[config.mk]
export PLATFORM = sky130hd
export DESIGN_NAME = seq_1011_detector
export DESIGN_NICKNAME = d
export VERILOG_FILES = /design/src/rtl/seq_1011_pkg.sv /design/src/rtl/seq_1011_next_state.sv /design/src/rtl/seq_1011_detector.sv
export SDC_FILE = /design/constraint.sdc
export NUM_CORES = 1
export LEC_CHECK = 0
export BUFFER_PORTS_ARGS = -buffer_cell sky130_fd_sc_hd__buf_2
export CELL_PAD_IN_SITES_DETAIL_PLACEMENT = 1
export CELL_PAD_IN_SITES_GLOBAL_PLACEMENT = 2
export CORE_ASPECT_RATIO = 1.75
export CORE_UTILIZATION = 25
export CTS_BUF_LIST = sky130_fd_sc_hd__clkbuf_4
export DETAILED_ROUTE_END_ITERATION = 16
export PLACE_DENSITY_LB_ADDON = 0.1
export SYNTH_ARGS = -nofsm -noshare
export SYNTH_HDL_FRONTEND = slang
export SYNTH_SLANG_ARGS = --single-unit
[constraint.sdc]
create_clock -name clk -period 1.9 [get_ports clk]
set_input_delay 0.285 -clock clk [delete_from_list [all_inputs] [get_ports clk]]
set_output_delay 0.285 -clock clk [all_outputs]
set_load 0.005 [all_outputs]
[src/rtl/seq_1011_pkg.sv]
// Shared definitions for the 1011 serial sequence detector.
//   STATE_W  width of the state encoding
//   PATTERN  the bit sequence being detected, oldest bit in the MSB
//   state_t  3-bit binary state encoding, S0..S4 (codes 101..111 are illegal)
package seq_1011_pkg;

  localparam int STATE_W = 3;

  localparam logic [3:0] PATTERN = 4'b1011;

  typedef enum logic [STATE_W-1:0] {
    S0 = 3'b000,  // idle
    S1 = 3'b001,  // seen 1
    S2 = 3'b010,  // seen 10
    S3 = 3'b011,  // seen 101
    S4 = 3'b100   // seen 1011
  } state_t;

endpackage

[src/rtl/seq_1011_next_state.sv]
// Next-state logic for the 1011 detector.
// Configuration macro: SEQ1011_STRUCT_EN
//   defined   -> gate-level sum-of-products equations on the state bits and x
//   undefined -> behavioural case statement over the enumerated states
// Both forms send every illegal code (101..111) to S0.
// Ports:
//   state       input  STATE_W  current state code
//   x           input  1        serial data bit
//   next_state  output STATE_W  state to load on the next rising edge
module seq_1011_next_state
  import seq_1011_pkg::*;
(
  input  logic [STATE_W-1:0] state,
  input  logic               x,
  output logic [STATE_W-1:0] next_state
);

`ifdef SEQ1011_STRUCT_EN

  logic s2_s;
  logic s1_s;
  logic s0_s;

  assign s2_s = state[2];
  assign s1_s = state[1];
  assign s0_s = state[0];

  // Only S3 with x=1 reaches S4.
  assign next_state[2] = ~s2_s & s1_s & s0_s & x;

  // S1/S3 with x=0 -> S2/S2, S4 with x=0 -> S2, S2 with x=1 -> S3.
  assign next_state[1] = (~x & ~s2_s & s0_s)
                       | (~x &  s2_s & ~s1_s & ~s0_s)
                       | ( x & ~s2_s &  s1_s & ~s0_s);

  // x=1 from S0, S1, S2 and S4 lands in an odd state (S1 or S3).
  assign next_state[0] = ( x & ~s2_s & ~s1_s)
                       | ( x & ~s2_s & ~s0_s)
                       | ( x &  s2_s & ~s1_s & ~s0_s);

`else

  // Each state checks x against the next expected pattern bit; a miss falls
  // back to the longest prefix of 1011 that is still a suffix of the input.
  always_comb begin
    next_state = S0;
    case (state)
      S0: begin
        if (x == PATTERN[3]) next_state = S1;
        else                 next_state = S0;
      end
      S1: begin
        if (x == PATTERN[2]) next_state = S2;
        else                 next_state = S1;
      end
      S2: begin
        if (x == PATTERN[1]) next_state = S3;
        else                 next_state = S0;
      end
      S3: begin
        if (x == PATTERN[0]) next_state = S4;
        else                 next_state = S2;
      end
      S4: begin
        // Overlap: the trailing 1 of the match starts a new candidate.
        if (x) next_state = S1;
        else   next_state = S2;
      end
      default: next_state = S0;
    endcase
  end

`endif

endmodule

[src/rtl/seq_1011_detector.sv]
// Serial 1011 sequence detector (Moore) with overlapping matches and a
// saturating match counter.
// Configuration macro: SEQ1011_STRUCT_EN selects the structural next-state
// equations inside seq_1011_next_state; the default build is behavioural.
// Ports:
//   clk        input  1      clock, rising edge
//   rst        input  1      asynchronous active-high reset
//   x          input  1      serial data bit
//   detect     output 1      high for one cycle while in S4
//   state_o    output 3      current state code
//   det_count  output CNT_W  detections since reset, saturating at all-ones
module seq_1011_detector
  import seq_1011_pkg::*;
#(
  parameter int CNT_W = 8
) (
  input  logic               clk,
  input  logic               rst,
  input  logic               x,
  output logic               detect,
  output logic [STATE_W-1:0] state_o,
  output logic [CNT_W-1:0]   det_count
);

  logic [STATE_W-1:0] state_r;
  logic [STATE_W-1:0] next_state_s;
  logic               detect_r;
  logic [CNT_W-1:0]   count_r;
  logic               enter_s4_s;

  seq_1011_next_state u_next_state (
    .state      (state_r),
    .x          (x),
    .next_state (next_state_s)
  );

  // S4 has no self-loop, so every cycle whose next state is S4 is a new entry.
  assign enter_s4_s = (next_state_s == S4);

  // State register.
  always_ff @(posedge clk or posedge rst) begin
    if (rst) begin
      state_r <= S0;
    end else begin
      state_r <= next_state_s;
    end
  end

  // Detect flop tracks (state == S4) in the same cycle as the state register,
  // so the output is registered rather than decoded combinationally.
  always_ff @(posedge clk or posedge rst) begin
    if (rst) begin
      detect_r <= 1'b0;
    end else begin
      detect_r <= enter_s4_s;
    end
  end

  // Saturating match counter.
  always_ff @(posedge clk or posedge rst) begin
    if (rst) begin
      count_r <= {CNT_W{1'b0}};
    end else if (enter_s4_s && (count_r != {CNT_W{1'b1}})) begin
      count_r <= count_r + {{(CNT_W-1){1'b0}}, 1'b1};
    end else begin
      count_r <= count_r;
    end
  end

  assign detect    = detect_r;
  assign state_o   = state_r;
  assign det_count = count_r;

endmodule

# Word-level counts from Yosys, hierarchy flattened
# Index checks and enable logic that the tools add are counted.
[word_totals]
ff_bits = 12
latchBits = 0
wordCells = 18
out_inout_bits = 12
mem_bits_rw = 0
memories = 0
romBits = 0
inputBits = 3
[classes]
addsub = 1
eq_ne = 6
multipliers = 0
n_div = 0
reduce_logical = 3
n_lt_le_gt_ge = 0
n_shift = 0
n_bitwise = 0
n_mux = 5
[ops]
columns = ["op", "count"]
rows = [
  ["3-bit case mux with 4 select lines", 1],
  ["8-bit by 1-bit adder with 8-bit output (second input constant)", 1],
  ["8-bit inequality test (second input constant)", 1],
  ["3-bit by 2-bit == test with 1-bit output (second input constant)", 2],
  ["3-bit == test (second input constant)", 2],
  ["2-bit two-way mux", 2],
  ["3-bit by 1-bit == test with 1-bit output (second input constant)", 1],
  ["3-bit zero test", 1],
  ["3-bit two-way mux", 1],
  ["2-bit OR reduction", 1],
  ["1-bit logical AND", 1],
  ["1-bit two-way mux", 1],
]

# Longest topological paths before layout
# Gate-level depths: netlist of run 1.
[depth]
depth_word = 5
mapped_depth = 4
mapped_depth_nobuf = 4

# Cells and area by module
# From an unflattened synthesis of run 1, not the netlist that was laid out.
[hier_totals]
cells_unflattened = 51
area_unflattened_um2 = 580.6
[modules_own_cells]
columns = ["mod", "cells_each", "seq_area_each_um2", "n_inst", "area_per_inst_um2"]
rows = [
  ["seq_1011_detector", 43, 300.3, 1, 521.8],
  ["seq_1011_next_state", 8, 0.0, 1, 58.8],
]

# Least setup slack after synthesis of run 1
# No wires, ideal clock.
[synth_path]
path_type = "flip-flop to flip-flop"
startpoint = "register count_r[0] (netlist: det_count[0])"
endpoint = "register count_r[1] (netlist: det_count[1])"
path_buffers = 0
arrival_time_ps = 1272
path_stages_with_launch = 5
period_less_slack_ps = 1397
setup_ps = 125
required_ps = 1775
slack_ps = 503
path_cell_list = "dfrtp_1 ha_1 nand3_1 o21ai_2 mux2_4"
[synth_via]
elab_chain_cells = 2
word_cells_on_any_way = 3
cone_classes = "1 x add/sub; 1 x eq/ne; 1 x reduce/logical"
[synth_rtl]
columns = ["item", "line_no", "rtl"]
rows = [
  ["from (decl)", "seq_1011_detector.sv:28", "logic [CNT_W-1:0] count_r;"],
  ["from (signal assigned)", "seq_1011_detector.sv:62", "count_r <= {CNT_W{1'b0}};"],
  ["from (signal assigned)", "seq_1011_detector.sv:64", "count_r <= count_r + {{(CNT_W-1){1'b0}}, 1'b1};"],
  ["from (signal assigned)", "seq_1011_detector.sv:66", "count_r <= count_r;"],
  ["branches (longest 2 deep; another with 8-bit by 1-bit adder with 8-bit output)", "--", ""],
]
# Parallel ways; which one is timed is not known.
# A chain may end at the register's enable or synchronous reset.

# Worst setup path after layout of run 1
# Same ends and word-level chain as after synthesis.

==> summary.txt, run 1 <==
Outcome
  – Status: complete, no violations

Yosys
  – Dominant combinational cell family by area after synthesis: simple AND/OR/NAND/NOR gates
  – Synth top area cells: dfrtp_1 (50%), mux2_4 (5.0%), nand4b_4 (4.0%)
  – Primary flip-flop cell chosen by synthesis mapping: dfrtp_1
  – Most frequently used cell type in the post-synthesis netlist: dfrtp_1
  – Synthesized net count: 54
  – Share of the synthesized area in compound gates (AO/OA/AOI/OAI): between 10 and 15%
  – Number of enable flip-flop cells after synthesis: 0
  – Post-synthesis adder-cell area fraction: under 10%
  – XOR/XNOR Fraction of Synth Area: 5.88%
  – Yosys top cell by area: dfrtp_1
  – Cell area after synthesis: 596 um^2
  – Mean post-synth cell area: 11.9 um^2
  – Post-synthesis sequential area ratio: 50.4%
  – FF+latch count, synth: 12
  – Commonest cells in the netlist: dfrtp_1 (12), a21oi_1 (3), inv_1 (3)
  – Gate count of the mapped netlist: 50
  – Number of unique standard cell types used by synthesis: 27
  – Proportion of synthesized flip-flops having asynchronous set or reset: 100%
  – Synth warn: 0
  – Multiplexer area fraction after synthesis: 6.93%
  – Top-area cell type share of the netlist area: 50.4%
  – Simple logic cell fraction of the synthesized area: 21.0%

Final layout
  – Net total in the final layout: 73
  – Finished Core Util: a little under a third
  – Layout Area Growth over Synthesis: 20.8%
  – Fraction of final layout cells sized beyond drive strength 1: 37.3%
  – Fill cell instance count of the final layout: approximately 270
  – Ant. Diodes: 0

Place
  – Final weighted congestion in routability-driven placement: ~0.7
  – Dpl hpwl: 1000 um
  – Number of buffer cells added on primary ports: 14

Clock tree
  – TritonCTS buffer count: 3
  – Number of setup buffers added after CTS: 0
  – Post_cts resized: 0
  – Root buffer selected by CTS: clkbuf_4
  – Number of clock sinks: 12
  – Cts-stage hold buffer count: 0
  – TritonCTS clock tree: yes
  – Max H-tree Level: 1
  – Deepest clock path buffer count: 2
  – Clock-pin transition on the worst setup and hold timing paths: 0.07 ns
  – Clock latency on the worst-skew pair: 0.26 ns

Worst setup path
  – Data required time of the worst path: 2.05 ns
  – Setup crit end kind: register
  – Type of the setup path with the least slack: register to register
  – Ordered cell list for the critical path: ha_1 -> nand3_1 -> o21ai_2 -> mux2_4
  – Arrival time of data at the critical path endpoint: 1.67 ns
  – CP Max Fanout: 6
  – Highest cell delay on the worst timing path: ~0.42 ns
  – Cell with the largest stage delay on the worst path: dfrtp_1
  – Sort of element at the start of the critical path: register

STA
  – Final Slew Violations: 0
  – Setup-violating endpoint count in the final report: 0
  – Period utilisation layout: 79.8%
  – Relative slew slack: 66.8%
  – Maximum clock frequency: 660 MHz
  – Final Hold Vio Count: 0
  – Unrepaired setup endpoints after global routing: no
  – Actual slew at the worst max-slew pin: roughly 0.5 ns
  – Accumulated negative setup slack: 0 ns
  – Minimum clock period: 1.52 ns
  – Clock skew: 0.00245 ns

Job
  – Max-cap check violation count: 0

Drt
  – Via-per-instance ratio: between 4 and 5
  – Total Wirelength: around 1400 um
  – Number of DRC violations after detailed-routing iteration 0: 2
  – Vias: 457
  – DRC violation count after routing: 0
  – WL per Instance: between 10 and 15 um
  – Final antenna-violating net count: 0
  – Number of iterations in the first detailed-routing pass: 2

Die
  – IO Count: 15
  – Vertical die dimension: 66.6 um
  – Die outline area: 2590 um^2
  – Initial cell density of the core: 26.2%
  – Number of cell rows: 23
  – Horizontal die dimension: 38.9 um
  – Core outline area: 2270 um^2

Global routing
  – Largest net degree at the start of global routing: 13
  – Number of global-route vias before repair: 490
  – Global-route wire length before repair: 2420 um
  – Overall overflow remaining after global route: 0
  – Number of antenna violations at the first check in global routing: 0
  – Total track usage: 13.4%

Power
  – P per Cell Area: 960 nW/um^2
  – IR drop worst, VDD: 462 uV
  – Leakage: 0.381 nW

Hold path
  – HP Class: input port to async pin
==> registers in the layout, summed over array words and instances (netlist names) <==
register   cells
detect         1
det_count      8
state_o        3
==> layer usage <==
metal	wire, um	up-vias	global-route usage (%)
li1	-	221	-
met1	567	221	16.1
met2	721	13	22.1
met3	53	2	2.00
met4	15	0	6.47
met5	0	-	0
==> where the power goes <==
group,switching (W),internal (W)
Clock,0.0000781,0.0000731
Combinational,0.0000759,0.0000964
Sequential,0.0000653,0.000302
Total,0.000219,0.000471
==> cell type report <==
class	count	area, um^2	share of cell area, %
multi-input cells	34	280	39.0
inverters	4	15.0	2.09
clock buffers	3	22.5	3.13
well taps	25	31.3	4.35
repair buffers	14	70.1	9.74
flip-flops and latches	12	300	41.7
==> worst paths after layout <==
path / end / start / cells after the start / slack [ns]
max reg2reg: det_count[1] / det_count[0] / 4 / 0.38
max: det_count[1] / det_count[0] / 4 / 0.38
min: det_count[6] / rst / 2 / 0.03
max in group asynchronous: state_o[0] / rst / 2 / 1.53
min reg2reg: det_count[0] / det_count[0] / 1 / 0.55
min in group clk: state_o[0] / x / 2 / 0.30
==> metrics by stage <==
stage | hold WS [ns] | instances | setup WS (ns) | power (W) | area (um^2)
final | 0.0310 | 92 | 0.384 | 0.000691 | 719
after global routing | 0.0559 | 92 | 0.234 | 0.000752 | 719
after CTS | 0.0502 | 92 | 0.348 | 0.000709 | 719
after detailed placement | 0.340 | 89 | 0.359 | 0.000552 | 697
after global placement | 0.335 | 89 | 0.412 | 0.000549 | 697
after floorplan | 0.150 | 50 | 0.503 | 0.000464 | 596
==> logic make-up (layout without fill, tap and decap cells) <==
| family | count (synthesis) | count (layout) |
|---|---|---|
| buffers and inverters | 4 | 21 |
| muxes | 3 | 3 |
| DFF | 12 | 12 |
| xor gates and xnor gates | 4 | 4 |
| adders and majority gates | 1 | 1 |
| and+or+nand+nor | 16 | 16 |
| AOI/OAI and AO/OA | 10 | 10 |
==> layout by cell type (no fill, tap or decap), drive strengths merged, types with 3 or more instances in the layout <==
master | Yosys | layout
a21oi | 3 | 3
buf | 0 | 14
clkbuf | 0 | 3
dfrtp | 12 | 12
inv | 4 | 4
mux2 | 3 | 3
nand3 | 3 | 3
o21ai | 3 | 3
==> critical path, delay by kind of cell (launching register included) <==
family | cells | cell delay [ns]
AND/OR/NAND/NOR | 1 | 0.22
AO/OA/AOI/OAI | 1 | 0.25
adder cells (fa/ha/maj) | 1 | 0.21
flip-flops | 1 | 0.42
multiplexers | 1 | 0.31
Note: power is estimated with default switching activity, not from simulation.
==> inputs of run 2 (changes only) <==
--- a/config.mk
+++ b/config.mk
@@ -5,6 +5,7 @@
 export SDC_FILE = /design/constraint.sdc
 export NUM_CORES = 1
 export LEC_CHECK = 0
+export ABC_AREA = 1
 export BUFFER_PORTS_ARGS = -buffer_cell sky130_fd_sc_hd__buf_2
 export CELL_PAD_IN_SITES_DETAIL_PLACEMENT = 1
 export CELL_PAD_IN_SITES_GLOBAL_PLACEMENT = 2
==> constraint.sdc (replaced) <==
create_clock -name clk -period 1.5 [get_ports clk]
set_input_delay 0.225 -clock clk [delete_from_list [all_inputs] [get_ports clk]]
set_output_delay 0.225 -clock clk [all_outputs]
set_load 0.005 [all_outputs]
==> run 2 against run 1 <==
Largest cell class is now multi-input combinational cells. Maximum frequency rose by 16%. Core utilization is 0.60 points higher. Largest power group unchanged. Sequential power rose by 34%. Area after synthesis rose by 13%. Global-route usage is 0.79 points higher. Final cell count rose by 38%. Synthesized cell count rose by 64%. Via count is 27% higher. Die area grew 13%. Final area increased by 13%. Count of clock-buffer cells in the layout stayed put. Power up 49%.
==> summary.txt, run 2 <==
Yosys
  – Dominant combinational cell family by area after synthesis: simple AND/OR/NAND/NOR gates
  – XOR/XNOR Fraction of Synth Area: 3.90%
  – Mean post-synth cell area: 8.22 um^2
  – FF+latch count, synth: 12
  – Synth warn: 0
  – Cell area after synthesis: 674 um^2
  – Number of enable flip-flop cells after synthesis: 0
  – Primary flip-flop cell chosen by synthesis mapping: dfrtp_1
  – Top-area cell type share of the netlist area: 44.5%
  – Gate count of the mapped netlist: ~80
  – Commonest cells in the netlist: nand2_1 (32), dfrtp_1 (12), inv_1 (10)
  – Simple logic cell fraction of the synthesized area: 39.5%
  – Number of unique standard cell types used by synthesis: 19
  – Synth top area cells: dfrtp_1 (45%), nand2_1 (18%), inv_1 (5.6%)
  – Post-synthesis sequential area ratio: about 45%
  – Share of the synthesized area in compound gates (AO/OA/AOI/OAI): 3.34%
  – Multiplexer area fraction after synthesis: 0%
  – Proportion of synthesized flip-flops having asynchronous set or reset: 100%
  – Synthesized net count: 86
  – Yosys top cell by area: dfrtp_1
  – Most frequently used cell type in the post-synthesis netlist: nand2_1
  – Post-synthesis adder-cell area fraction: 1.86%

Drt
  – WL per Instance: around 13 um
  – Total Wirelength: 1630 um
  – DRC violation count after routing: 0
  – Vias: 580
  – Number of iterations in the first detailed-routing pass: 2
  – Via-per-instance ratio: 4.57
  – Number of DRC violations after detailed-routing iteration 0: 6
  – Final antenna-violating net count: 0

Final layout
  – Fraction of final layout cells sized beyond drive strength 1: 26.7%
  – Leading cell type in the layout, fill and taps excluded: nand2_1
  – Fill cell instance count of the final layout: 325
  – Most used cells in the layout excluding fill and tap cells: nand2_1 (32), buf_2 (14), dfrtp_1 (12)
  – Layout Area Growth over Synthesis: 20.6%
  – Number of flip-flops under the largest register name: 8
  – Net total in the final layout: between 100 and 150
  – Ant. Diodes: 0

Clock tree
  – TritonCTS buffer count: 3
  – Number of clock sinks: 12
  – Deepest clock path buffer count: 2
  – Number of setup buffers added after CTS: 0
  – Root buffer selected by CTS: clkbuf_4
  – Max H-tree Level: 1
  – Clock-pin transition on the worst setup and hold timing paths: 0.09 ns
  – Clock latency on the worst-skew pair: roughly 0.28 ns
  – TritonCTS clock tree: yes

Job
  – Max-cap check violation count: 0

STA
  – Final Slew Violations: 0
  – Accumulated negative setup slack: 0 ns
  – Clock skew: 0.00599 ns
  – Final Hold Vio Count: 0
  – Period utilisation layout: 86.9%
  – Minimum clock period: 1.30 ns
  – Unrepaired setup endpoints after global routing: no
  – Relative slew slack: 66.8%
  – Actual slew at the worst max-slew pin: 0.498 ns
  – Setup-violating endpoint count in the final report: 0
  – Maximum clock frequency: 767 MHz
  – Final hold slack: approximately 0.24 ns

Worst setup path
  – Setup crit end kind: register
  – Arrival time of data at the critical path endpoint: 1.48 ns
  – Ordered cell list for the critical path: ha_1 -> inv_1 -> nor2_4 -> nand2_4 -> nand2_8 -> inv_6 -> nand2_1 -> nand2_1
  – Setup slack of the worst register-to-register path: 0.20 ns
  – Most common cell type on the critical path: nand2_1
  – Highest cell delay on the worst timing path: 0.42 ns
  – Data required time of the worst path: 1.67 ns
  – Cell with the largest stage delay on the worst path: dfrtp_1
  – CP Max Fanout: 8
  – Sort of element at the start of the critical path: register
  – Type of the setup path with the least slack: register to register

Global routing
  – Overall overflow remaining after global route: 0
  – Number of antenna violations at the first check in global routing: 0
  – Number of global-route vias before repair: 618
  – Met3 track demand over resource in global routing: 1.88%
  – GRT met1 Usage: 14.9%
  – Total track usage: 14.2%
  – Largest net degree at the start of global routing: 13
  – Global-route wire length before repair: 2760 um
  – Most used routing layer: met2
  – Met2 capacity usage during global routing: roughly a quarter

Power
  – Leakage: around 0.44 nW
  – IR drop worst, VDD: 652 uV
  – P per Cell Area: roughly 1300 nW/um^2

Place
  – Dpl hpwl: approximately 1300 um
  – Number of buffer cells added on primary ports: 14
  – Final weighted congestion in routability-driven placement: 0.686

Die
  – Vertical die dimension: around 70 um
  – Initial cell density of the core: 26.7%
  – Core outline area: 2520 um^2
  – Die outline area: 2920 um^2
  – Horizontal die dimension: 41.3 um
  – Number of cell rows: 24
  – IO Count: 15

Hold path
  – HP Class: input port to register

Outcome
  – Status: complete, no violations
run 2: layout make-up:
class | instances | area (um^2) | area share (%)
clock inverters | 1 | 3.75 | 0.462
inverters | 11 | 46.3 | 5.69
multi-input cells | 59 | 328 | 40.3
repair buffers | 15 | 80.1 | 9.85
clock buffers | 3 | 22.5 | 2.77
flip-flops and latches | 12 | 300 | 36.9
well taps | 26 | 32.5 | 4.00
run 2: logic make-up after synthesis:
| group | Yosys count |
|---|---|
| simple gates | 51 |
| flops | 12 |
| buf+inv | 11 |
| compound gates | 4 |
| xor+xnor | 3 |
| fa+ha+maj | 1 |
run 2: where the power goes:
group	internal [W]	switching (W)	leakage [nW]	total [W]
Clock	0.0000965	0.000120	0.0154	0.000216
Sequential	0.000394	0.0000979	0.159	0.000492
Combinational	0.000143	0.000179	0.263	0.000322
run 2: repair_timing:
action | 4_1_cts | 5_1_grt
endpoints found under the hold margin | 12 | 0
gates resized for setup | 0 | 0
hold buffers | 1 | 0
run 2: metrics by stage:
stage | util [%] | setup WS, ns | total power, W | instance area, um^2 | cells
6_report | 32.2 | 0.196 | 0.00103 | 813 | 127
5_1_grt | 32.2 | 0.0676 | 0.00113 | 813 | 127
4_1_cts | 32.2 | 0.174 | 0.00105 | 813 | 127
3_5_place_dp | 30.8 | 0.183 | 0.000830 | 777 | 122
3_3_place_gp | 30.8 | 0.212 | 0.000832 | 777 | 122
2_1_floorplan | - | 0.289 | 0.000695 | 674 | 82
run 2: layer usage:
layer / wire, um / vias up
met5: 0 / -
met3: 44 / 4
met2: 953 / 12
met4: 37 / 0
li1: - / 289
met1: 592 / 275
run 2: worst max-delay path: cells and delay by family, from the launching register on:
kind                     cells  cell delay, ns
buffers and inverters        2            0.12
adder cells (fa/ha/maj)      1            0.23
flip-flops                   1            0.42
AND/OR/NAND/NOR              5            0.42
run 2: path summary, 6_finish.rpt:
| path | from | endpoint | depth (start not counted) |
|---|---|---|---|
| worst max register to register | det_count[0] | det_count[0] | 8 |
| worst min register to register | det_count[6] | det_count[6] | 2 |
| worst min-delay path | x | state_o[0] | 3 |
| min in group asynchronous | rst | state_o[0] | 3 |
| worst max-delay path | det_count[0] | det_count[0] | 8 |
| max in group asynchronous | rst | detect | 3 |
